--- src/rtl/uart_pkg.sv ---
// uart_pkg: definitions shared by the UART transmitter and receiver.
//   tx_state_t        transmitter FSM states
//   PAR_*             parity-mode selector values for the PARITY parameter
//   calc_pulse_width  clk cycles per bit (integer division, truncated)
package uart_pkg;

  typedef enum logic [2:0] {
    TX_IDLE   = 3'd0,
    TX_START  = 3'd1,
    TX_DATA   = 3'd2,
    TX_PARITY = 3'd3,
    TX_STOP   = 3'd4
  } tx_state_t;

  localparam int PAR_NONE = 0;
  localparam int PAR_ODD  = 1;
  localparam int PAR_EVEN = 2;

  function automatic int calc_pulse_width(input int clk_freq, input int baud_rate);
    return clk_freq / baud_rate;
  endfunction

endpackage

--- src/rtl/uart_baud_cnt.sv ---
// uart_baud_cnt: loadable down-counter that paces one serial bit.
//   clk       system clock
//   rstn      synchronous active-low reset (count cleared to 0)
//   load      reload the counter with load_val this cycle
//   load_val  reload value (bit length minus one)
//   tick      high while the count is 0, i.e. in the last cycle of a bit
// The counter stops at 0 until it is reloaded.
module uart_baud_cnt #(
  parameter int WIDTH = 8
) (
  input  logic             clk,
  input  logic             rstn,
  input  logic             load,
  input  logic [WIDTH-1:0] load_val,
  output logic             tick
);

  logic [WIDTH-1:0] count_r;

  // Down-count with reload priority; saturate at zero.
  always_ff @(posedge clk) begin
    if (!rstn) begin
      count_r <= '0;
    end else if (load) begin
      count_r <= load_val;
    end else if (count_r != '0) begin
      count_r <= count_r - WIDTH'(1);
    end else begin
      count_r <= count_r;
    end
  end

  assign tick = (count_r == '0);

endmodule

--- src/rtl/uart_tx.sv ---
// uart_tx: UART transmitter. Accepts a word on valid/ready and sends it
// LSB-first as start bit, DATA_WIDTH data bits, optional parity bit,
// and STOP_BITS stop bits.
//   clk    system clock
//   rstn   synchronous active-low reset
//   data   word to transmit, sampled only on the handshake edge
//   valid  producer has a word
//   ready  transmitter accepts a word this cycle (registered)
//   sig    serial line, idle high (registered)
//   busy   high from the cycle after accept until the last stop bit ends
module uart_tx
  import uart_pkg::*;
#(
  parameter int DATA_WIDTH = 8,
  parameter int BAUD_RATE  = 115200,
  parameter int CLK_FREQ   = 100_000_000,
  parameter int PARITY     = 0,
  parameter int STOP_BITS  = 1
) (
  input  logic                  clk,
  input  logic                  rstn,
  input  logic [DATA_WIDTH-1:0] data,
  input  logic                  valid,
  output logic                  ready,
  output logic                  sig,
  output logic                  busy
);

  localparam int PULSE_WIDTH = calc_pulse_width(CLK_FREQ, BAUD_RATE);
  localparam int TMR_W       = $clog2(PULSE_WIDTH) + 1;
  localparam int BIT_W       = $clog2(DATA_WIDTH) + 1;

  localparam logic [TMR_W-1:0] TMR_LOAD  = TMR_W'(PULSE_WIDTH - 1);
  localparam logic [BIT_W-1:0] LAST_BIT  = BIT_W'(DATA_WIDTH - 1);
  localparam logic [BIT_W-1:0] LAST_STOP = BIT_W'(STOP_BITS - 1);

  tx_state_t             state_r;
  logic [DATA_WIDTH-1:0] shift_r;
  logic                  par_r;
  logic [BIT_W-1:0]      bit_cnt_r;
  logic                  handshake_s;
  logic                  load_s;
  logic                  tick_s;

  // Parity of the accepted word: even = XOR of bits, odd = its inverse.
  function automatic logic frame_parity(input logic [DATA_WIDTH-1:0] word);
    logic even_s;
    even_s = ^word;
    if (PARITY == PAR_ODD) begin
      return ~even_s;
    end else begin
      return even_s;
    end
  endfunction

  assign handshake_s = valid & ready & (state_r == TX_IDLE);

  // Reload the bit timer on accept and at the end of every bit.
  always_comb begin
    load_s = 1'b0;
    case (state_r)
      TX_IDLE:                               load_s = handshake_s;
      TX_START, TX_DATA, TX_PARITY, TX_STOP: load_s = tick_s;
      default:                               load_s = 1'b0;
    endcase
  end

  uart_baud_cnt #(
    .WIDTH(TMR_W)
  ) u_baud_cnt (
    .clk      (clk),
    .rstn     (rstn),
    .load     (load_s),
    .load_val (TMR_LOAD),
    .tick     (tick_s)
  );

  // Transmit FSM. sig and busy are registered from the state held during
  // the current cycle, so the line lags the FSM by exactly one clock; that
  // lag puts the start-bit edge one clock after the handshake edge.
  always_ff @(posedge clk) begin
    if (!rstn) begin
      state_r   <= TX_IDLE;
      shift_r   <= '0;
      par_r     <= 1'b0;
      bit_cnt_r <= '0;
      sig       <= 1'b1;
      ready     <= 1'b0;
      busy      <= 1'b0;
    end else begin
      case (state_r)
        TX_IDLE: begin
          sig   <= 1'b1;
          busy  <= handshake_s;
          ready <= ~handshake_s;
          if (handshake_s) begin
            state_r   <= TX_START;
            shift_r   <= data;
            par_r     <= frame_parity(data);
            bit_cnt_r <= '0;
          end else begin
            state_r <= TX_IDLE;
          end
        end
        TX_START: begin
          sig   <= 1'b0;
          busy  <= 1'b1;
          ready <= 1'b0;
          if (tick_s) begin
            state_r <= TX_DATA;
          end else begin
            state_r <= TX_START;
          end
        end
        TX_DATA: begin
          sig   <= shift_r[0];
          busy  <= 1'b1;
          ready <= 1'b0;
          if (tick_s) begin
            shift_r <= shift_r >> 1;
            if (bit_cnt_r == LAST_BIT) begin
              bit_cnt_r <= '0;
              state_r   <= (PARITY != PAR_NONE) ? TX_PARITY : TX_STOP;
            end else begin
              bit_cnt_r <= bit_cnt_r + BIT_W'(1);
            end
          end else begin
            state_r <= TX_DATA;
          end
        end
        TX_PARITY: begin
          sig   <= par_r;
          busy  <= 1'b1;
          ready <= 1'b0;
          if (tick_s) begin
            bit_cnt_r <= '0;
            state_r   <= TX_STOP;
          end else begin
            state_r <= TX_PARITY;
          end
        end
        TX_STOP: begin
          sig  <= 1'b1;
          busy <= 1'b1;
          // ready goes up together with the return to IDLE so that the
          // single IDLE cycle can already accept the next word.
          if (tick_s && (bit_cnt_r == LAST_STOP)) begin
            bit_cnt_r <= '0;
            ready     <= 1'b1;
            state_r   <= TX_IDLE;
          end else if (tick_s) begin
            bit_cnt_r <= bit_cnt_r + BIT_W'(1);
            ready     <= 1'b0;
          end else begin
            ready <= 1'b0;
          end
        end
        default: begin
          state_r   <= TX_IDLE;
          bit_cnt_r <= '0;
          sig       <= 1'b1;
          busy      <= 1'b0;
          ready     <= 1'b0;
        end
      endcase
    end
  end

endmodule

--- config.mk ---
export PLATFORM = sky130hd
export DESIGN_NAME = uart_tx
export DESIGN_NICKNAME = d
export VERILOG_FILES = /design/src/rtl/uart_pkg.sv /design/src/rtl/uart_baud_cnt.sv /design/src/rtl/uart_tx.sv
export SDC_FILE = /design/constraint.sdc
export NUM_CORES = 1
export LEC_CHECK = 0
export CAP_MARGIN = 20
export CORE_ASPECT_RATIO = 0.9
export CORE_UTILIZATION = 60
export DETAILED_ROUTE_END_ITERATION = 6
export GPL_ROUTABILITY_DRIVEN = 1
export GPL_TIMING_DRIVEN = 1
export PLACE_DENSITY = 0.83
export SYNTH_ARGS = -nofsm -noshare
export SYNTH_HDL_FRONTEND = slang
export SYNTH_SLANG_ARGS = --single-unit
--- constraint.sdc ---
create_clock -name clk -period 3.8 [get_ports clk]
set_input_delay 0.76 -clock clk [delete_from_list [all_inputs] [get_ports clk]]
set_output_delay 0.76 -clock clk [all_outputs]
set_load 0.01 [all_outputs]
==> results of run 1 <==
==> synthesized netlist by cell type (2+ instances only) <==
library cell / count
mux2i_1: 8
o211a_1: 5
nor4_1: 3
a21oi_1: 8
inv_1: 6
or3b_2: 2
or3_1: 3
nand2_1: 21
and2_1: 5
o21ai_0: 2
nand4b_1: 2
clkbuf_1: 6
dfxtp_1: 30
xnor2_1: 10
ha_1: 3
nor2_1: 14
nand2b_1: 4
o21a_1: 2
a211oi_1: 5
nand3_1: 5
nand3b_1: 3
a31oi_1: 4
xor2_1: 4
nor3b_1: 4
nor3_1: 4
==> sequential cells by signal, indices dropped and copies added, names as in the netlist <==
| name | cells |
|---|---|
| state_r | 3 |
| busy | 1 |
| ready | 1 |
| sig | 1 |
| par_r | 1 |
| u_baud_cnt.count_r | 11 |
| shift_r | 8 |
| bit_cnt_r | 4 |
==> worst max-delay path by stage <==
stage | end | slack [ns] | cells after the start
6_report | shift_r[5]$_SDFFE_PN0P_ | 1.46 | 6
3_3_place_gp | shift_r[4]$_SDFFE_PN0P_ | 1.27 | 6
5_1_grt | shift_r[5]$_SDFFE_PN0P_ | 1.29 | 6
4_1_cts | shift_r[5]$_SDFFE_PN0P_ | 1.48 | 6
2_1_floorplan | shift_r[1]$_SDFFE_PN0P_ | 1.76 | 9
3_5_place_dp | shift_r[5]$_SDFFE_PN0P_ | 1.17 | 6
==> area by class of cell <==
type	instances	area [sq um]
multi-input cells	136	916
fillers	169	644
flip-flops and latches	30	601
repair buffers	14	138
clock inverters	2	60.1
clock buffers	6	51.3
well taps	28	35.0
inverters	6	22.5
==> metal layers <==
metal,vias to the layer above,part of all wire [%],track usage [%]
met5,-,0,0
met4,0,2.2,15.4
li1,668,-,-
met1,619,47,35.0
met2,43,45,39.7
met3,13,5.8,5.67
==> cells by family after synthesis <==
group           synth area share (%)
flops                           38.1
buf+inv                         3.89
fa+ha+maj                       2.38
mux                             5.08
simple gates                    26.1
compound gates                  16.7
xor+xnor                        7.77
==> power breakdown <==
group	internal (mW)	leakage [nW]	switching [mW]
registers	0.385	0.246	0.0773
logic	0.219	0.403	0.252
clock network	0.223	0.0585	0.121
total	0.827	0.707	0.450
==> cell usage in the layout (no fill, tap or decap), types with 2 or more instances in the layout <==
cell,netlist,layout
or3b_2,2,2
o211a_1,5,5
nor3b_1,4,4
nand3b_1,3,3
o21a_1,2,2
a31oi_1,4,4
clkdlybuf4s50_1,0,13
mux2i_1,8,8
nand2_1,21,21
xor2_1,4,4
nand2b_1,4,4
and2_1,5,5
dfxtp_1,30,30
clkbuf_4,0,5
or3_1,3,3
nor2_1,14,14
ha_1,3,3
xnor2_1,10,10
nor3_1,4,4
a21oi_1,8,8
nand4b_1,2,2
o21ai_0,2,2
a211oi_1,5,5
nor4_1,3,3
inv_1,6,6
bufinv_16,0,2
nand3_1,5,5
==> worst max-delay path, stage by stage <==
cell and delay (ns):
clkdlybuf4s50_1 0.48, nand2_1 0.09, nor4_2 0.64, a21o_2 0.34, nor2_1 0.07, a211oi_1 0.22
==> metrics.txt, run 1 <==
status=finished clean; max-slew violations=0; area grow syn2layout=15.5%; Arr. time, crit path=2.61 ns; Die Ht=50.7 um; endpoint of the worst-slack reg-to-reg timing path=shift_r[5]$_SDFFE_PN0P_; number of flops mapped to enable cells by yosys=0; cts repair resizes=0; clk_lat worst skew=0.34 ns; cells after synthesis=180; nets@finish=207; Routed Antenna Nets=0; # DRC=0; number of cells on the worst hold path=1; TNS Setup=0 ns; Crit. End Element=flip-flop; die area=0.00284 sq mm; Leak=0.707 nW; initial antenna violation count=0; Seq cells post-synth=30; Final period util=61.7%; final WL=3360 um; top_reg_cell synth=dfxtp_1; PD cells=700 mW/mm^2; Initial Util=63.9%; Hold-fix buffers, CTS=0; clk root buf=clkbuf_4; final std cells w/o fill=222; global-route wire length before repair=5710 um; worst vdd ir=0.530 mV; ys async rst share=0%; clock buffer depth=2; WHS Endpoint=u_baud_cnt.count_r[10]$_SDFFE_PP0P_; clk sinks=30; launch point of the worst reg-to-reg path=u_baud_cnt.count_r[0]$_SDFFE_PN0P_; Fmax achieved=427 MHz; clock skew=0.00896 ns; DRT iter0 DRCs=53; Finished Cell Area=0.00182 sq mm; FF-to-FF setup slack=1.50 ns; Hold Fails Final Rpt=0; post-detail-place hpwl=2250 um; Worst Slack Setup Final=1.46 ns; HP Class=flip-flop to flip-flop; WHS=0.476 ns; GRT Util Overall=26.4%; via count=1343; crit-path max FO=14; Die X=56.1 um; share of cells above drive strength 1=8.76%; Distinct cells, synth=42; leading post-synthesis cells by cell area=dfxtp_1 (38%), xnor2_1 (5.6%), mux2i_1 (5.1%); worst setup path start=valid; crit path launch type=primary input; CTS tree=done; total power=1.28 mW; WL per Instance=15.1 um; syn_area_per_cell=8.77 sq um; Syn Nets=194; CTS Buf Count=5; hold path startpoint=u_baud_cnt.count_r[10]$_SDFFE_PP0P_; Least-Margin Pin Slew=0.836 ns; relative slew slack=43.8%; Worst-path clk slew=0.10 ns; GRT Residual Overflow=0; number of detailed-route iterations in the first pass=4; WP data required=4.06 ns; final setup fails=0; WS Path Type=primary input to flip-flop; Cell Count Post-Placement=214; placed cell area=0.00171 sq mm; largest net degree at the start of global routing=16; Post-CTS Setup Bufs=0; GP Congestion=0.949; Post-Place Worst Slack=1.17 ns; Antenna Cells=0; CTS H-tree lvls=2; vias in the first global route=1268; fin util=73.9%; maxcap violations=0; Port Buffers=13; RSZ-0062 raised after global routing=no; top cell type's share of synthesized area=38.1%; area leader, netlist=dfxtp_1; Final min period=2.34 ns; row cnt=17; worst reg-to-reg path cell count=7; IO Pins=14; sequential element share of the synthesized area=38.1%; Yosys Warn Count=0; Synth Cell Area=0.00158 sq mm; core area=0.00247 sq mm; Avg Vias per Cell=6.05
Power figures use the tool's default switching activity.
==> run 2, diff against run 1 <==
CORE_UTILIZATION = 56   (was 60)
PLACE_DENSITY = 0.78   (was 0.83)
clock period = 2.2 ns   (was 3.8 ns; I/O delays follow)
==> metrics.txt, run 2 (same netlist as run 1, synthesis figures left out) <==
status=finished clean; maxcap violations=0; most frequent cells in the layout=dfxtp_1 (29), nand2_1 (21), nor2_1 (14), clkdlybuf4s50_1 (13), buf_4 (11); Final min period=2.10 ns; Die X=58.0 um; Clock Power Share=20.3%; Avg Vias per Cell=5.91; row cnt=17; clk_lat worst skew=0.35 ns; clk sinks=30; Worst Slack Setup Final=0.0963 ns; Sequential Power Share=36.5%; Gate power share=43.2%; Die Ht=52.4 um; storage element area=602 sq um; WS Path Type=flip-flop to flip-flop; share of cells above drive strength 1=14.6%; Fmax achieved=475 MHz; total power=2.22 mW; largest net degree at the start of global routing=16; IO Pins=14; vias in the first global route=1271; biggest regs=u_baud_cnt.count_r (11), shift_r (8), bit_cnt_r (4); clock buffer depth=2; initial antenna violation count=0; area grow syn2layout=20.5%; DRT iter0 DRCs=84; die area=0.00303 sq mm; Least-Margin Pin Slew=0.515 ns; WL per Instance=15.0 um; Largest Register=u_baud_cnt.count_r; Multi-input gate area=926 sq um; via count=1378; final WL=3510 um; Hold-fix buffers, CTS=0; post-detail-place hpwl=2380 um; GRT Util Overall=25.2%; global-route wire length before repair=5620 um; max-slew violations=0; Worst-path clk slew=0.10 ns; Antenna Cells=0; net switching power figure=830 uW; CTS H-tree lvls=2; Port Buffers=13; worst reg-to-reg path cell count=9; clock skew=0.00878 ns; Leak=0.746 nW; CTS Buf Count=5; PD cells=1170 mW/mm^2; Final period util=95.6%; core area=0.00255 sq mm; Int Power=1.39 mW; Hold Fails Final Rpt=0; Post-Place Worst Slack=0.00216 ns; HP Class=flip-flop to flip-flop; # DRC=0; CTS tree=done; worst vdd ir=0.601 mV; crit path launch type=flip-flop; relative slew slack=65.7%; nets@finish=218; Initial Util=61.8%; clk root buf=clkbuf_4; Fillers=185; most common cell after layout, fill and taps aside=dfxtp_1; GP Congestion=0.843; GRT Residual Overflow=0; switching share of total power=37.3%; fin util=74.5%; final setup fails=0; WP data required=2.48 ns; Crit. End Element=flip-flop; Arr. time, crit path=2.38 ns; Routed Antenna Nets=0; number of detailed-route iterations in the first pass=4; number of cells on the worst hold path=1; max reg flops=11; crit-path max FO=5
==> run 2: cell count changes in the layout (fill, tap and decap cells not counted) <==
cell        change
buf_12          +1
buf_4          +10
bufinv_16       -1
clkbuf_8        -1
clkinvlp_4      +2
dfxtp_1         -1
dfxtp_2         +1
o41ai_1         -1
o41ai_2         +1
or3b_2          -1
or3b_4          +1
==> run 2: final cells by class <==
class / count / area share, %
multi-input cells: 136 / 48.7
flip-flops and latches: 30 / 31.7
well taps: 28 / 1.84
clock buffers: 5 / 1.97
repair buffers: 25 / 12.2
clock inverters: 3 / 2.37
inverters: 6 / 1.18
==> run 2: path summary, 6_finish.rpt <==
| check | from | end | slack, ns |
|---|---|---|---|
| setup / recovery | u_baud_cnt.count_r[1]$_SDFFE_PN0P_ | u_baud_cnt.count_r[6]$_SDFFE_PN0P_ | 0.1 |
| hold / removal | u_baud_cnt.count_r[10]$_SDFFE_PP0P_ | u_baud_cnt.count_r[10]$_SDFFE_PP0P_ | 0.47 |
| setup reg to reg | u_baud_cnt.count_r[1]$_SDFFE_PN0P_ | u_baud_cnt.count_r[6]$_SDFFE_PN0P_ | 0.1 |
| hold reg to reg | u_baud_cnt.count_r[10]$_SDFFE_PP0P_ | u_baud_cnt.count_r[10]$_SDFFE_PP0P_ | 0.47 |
==> run 2: what timing repair did <==
action / CTS / global route
endpoints found under the setup margin: 1 / 17
pin swaps: 1 / 1
resized for setup: 0 / 3
setup buffers: 3 / 1
==> run 2: worst max-delay path: stages (launching register included) <==
cell	delay, ns
dfxtp_1	0.42
inv_1	0.06
ha_1	0.22
or3b_4	0.29
nor3_4	0.05
buf_4	0.14
buf_4	0.13
or4_1	0.43
xor2_1	0.16
a21oi_1	0.13
==> run 2: metrics by stage <==
stage               setup TNS [ns]  area (sq um)  instances  hold WS, ns
global route               -0.0183          1900        233        0.487
detailed placement               0          1780        221        0.453
finish                           0          1900        233        0.466
global placement                 0          1780        221        0.441
CTS                              0          1880        232        0.467
floorplan                        0          1580        180        0.435
==> run 2: power by group through the flow <==
stage | clock [mW] | sequential [mW] | combinational (mW)
after floorplan | 0 | 0.769 | 0.663
after global placement | 0 | 0.795 | 0.840
after detailed placement | 0 | 0.808 | 0.859
after CTS | 0.455 | 0.798 | 0.915
after global routing | 0.481 | 0.827 | 1.06
final | 0.451 | 0.812 | 0.961
==> run 2: routing by layer <==
layer	wire (um)	global-route usage [%]	share of wire, %	vias up
met1	1650	30.8	47	634
met3	168	9.14	4.8	8
met2	1640	39.8	47	40
li1	-	-	-	696
met4	56	10.7	1.6	0
met5	0	0	0	-
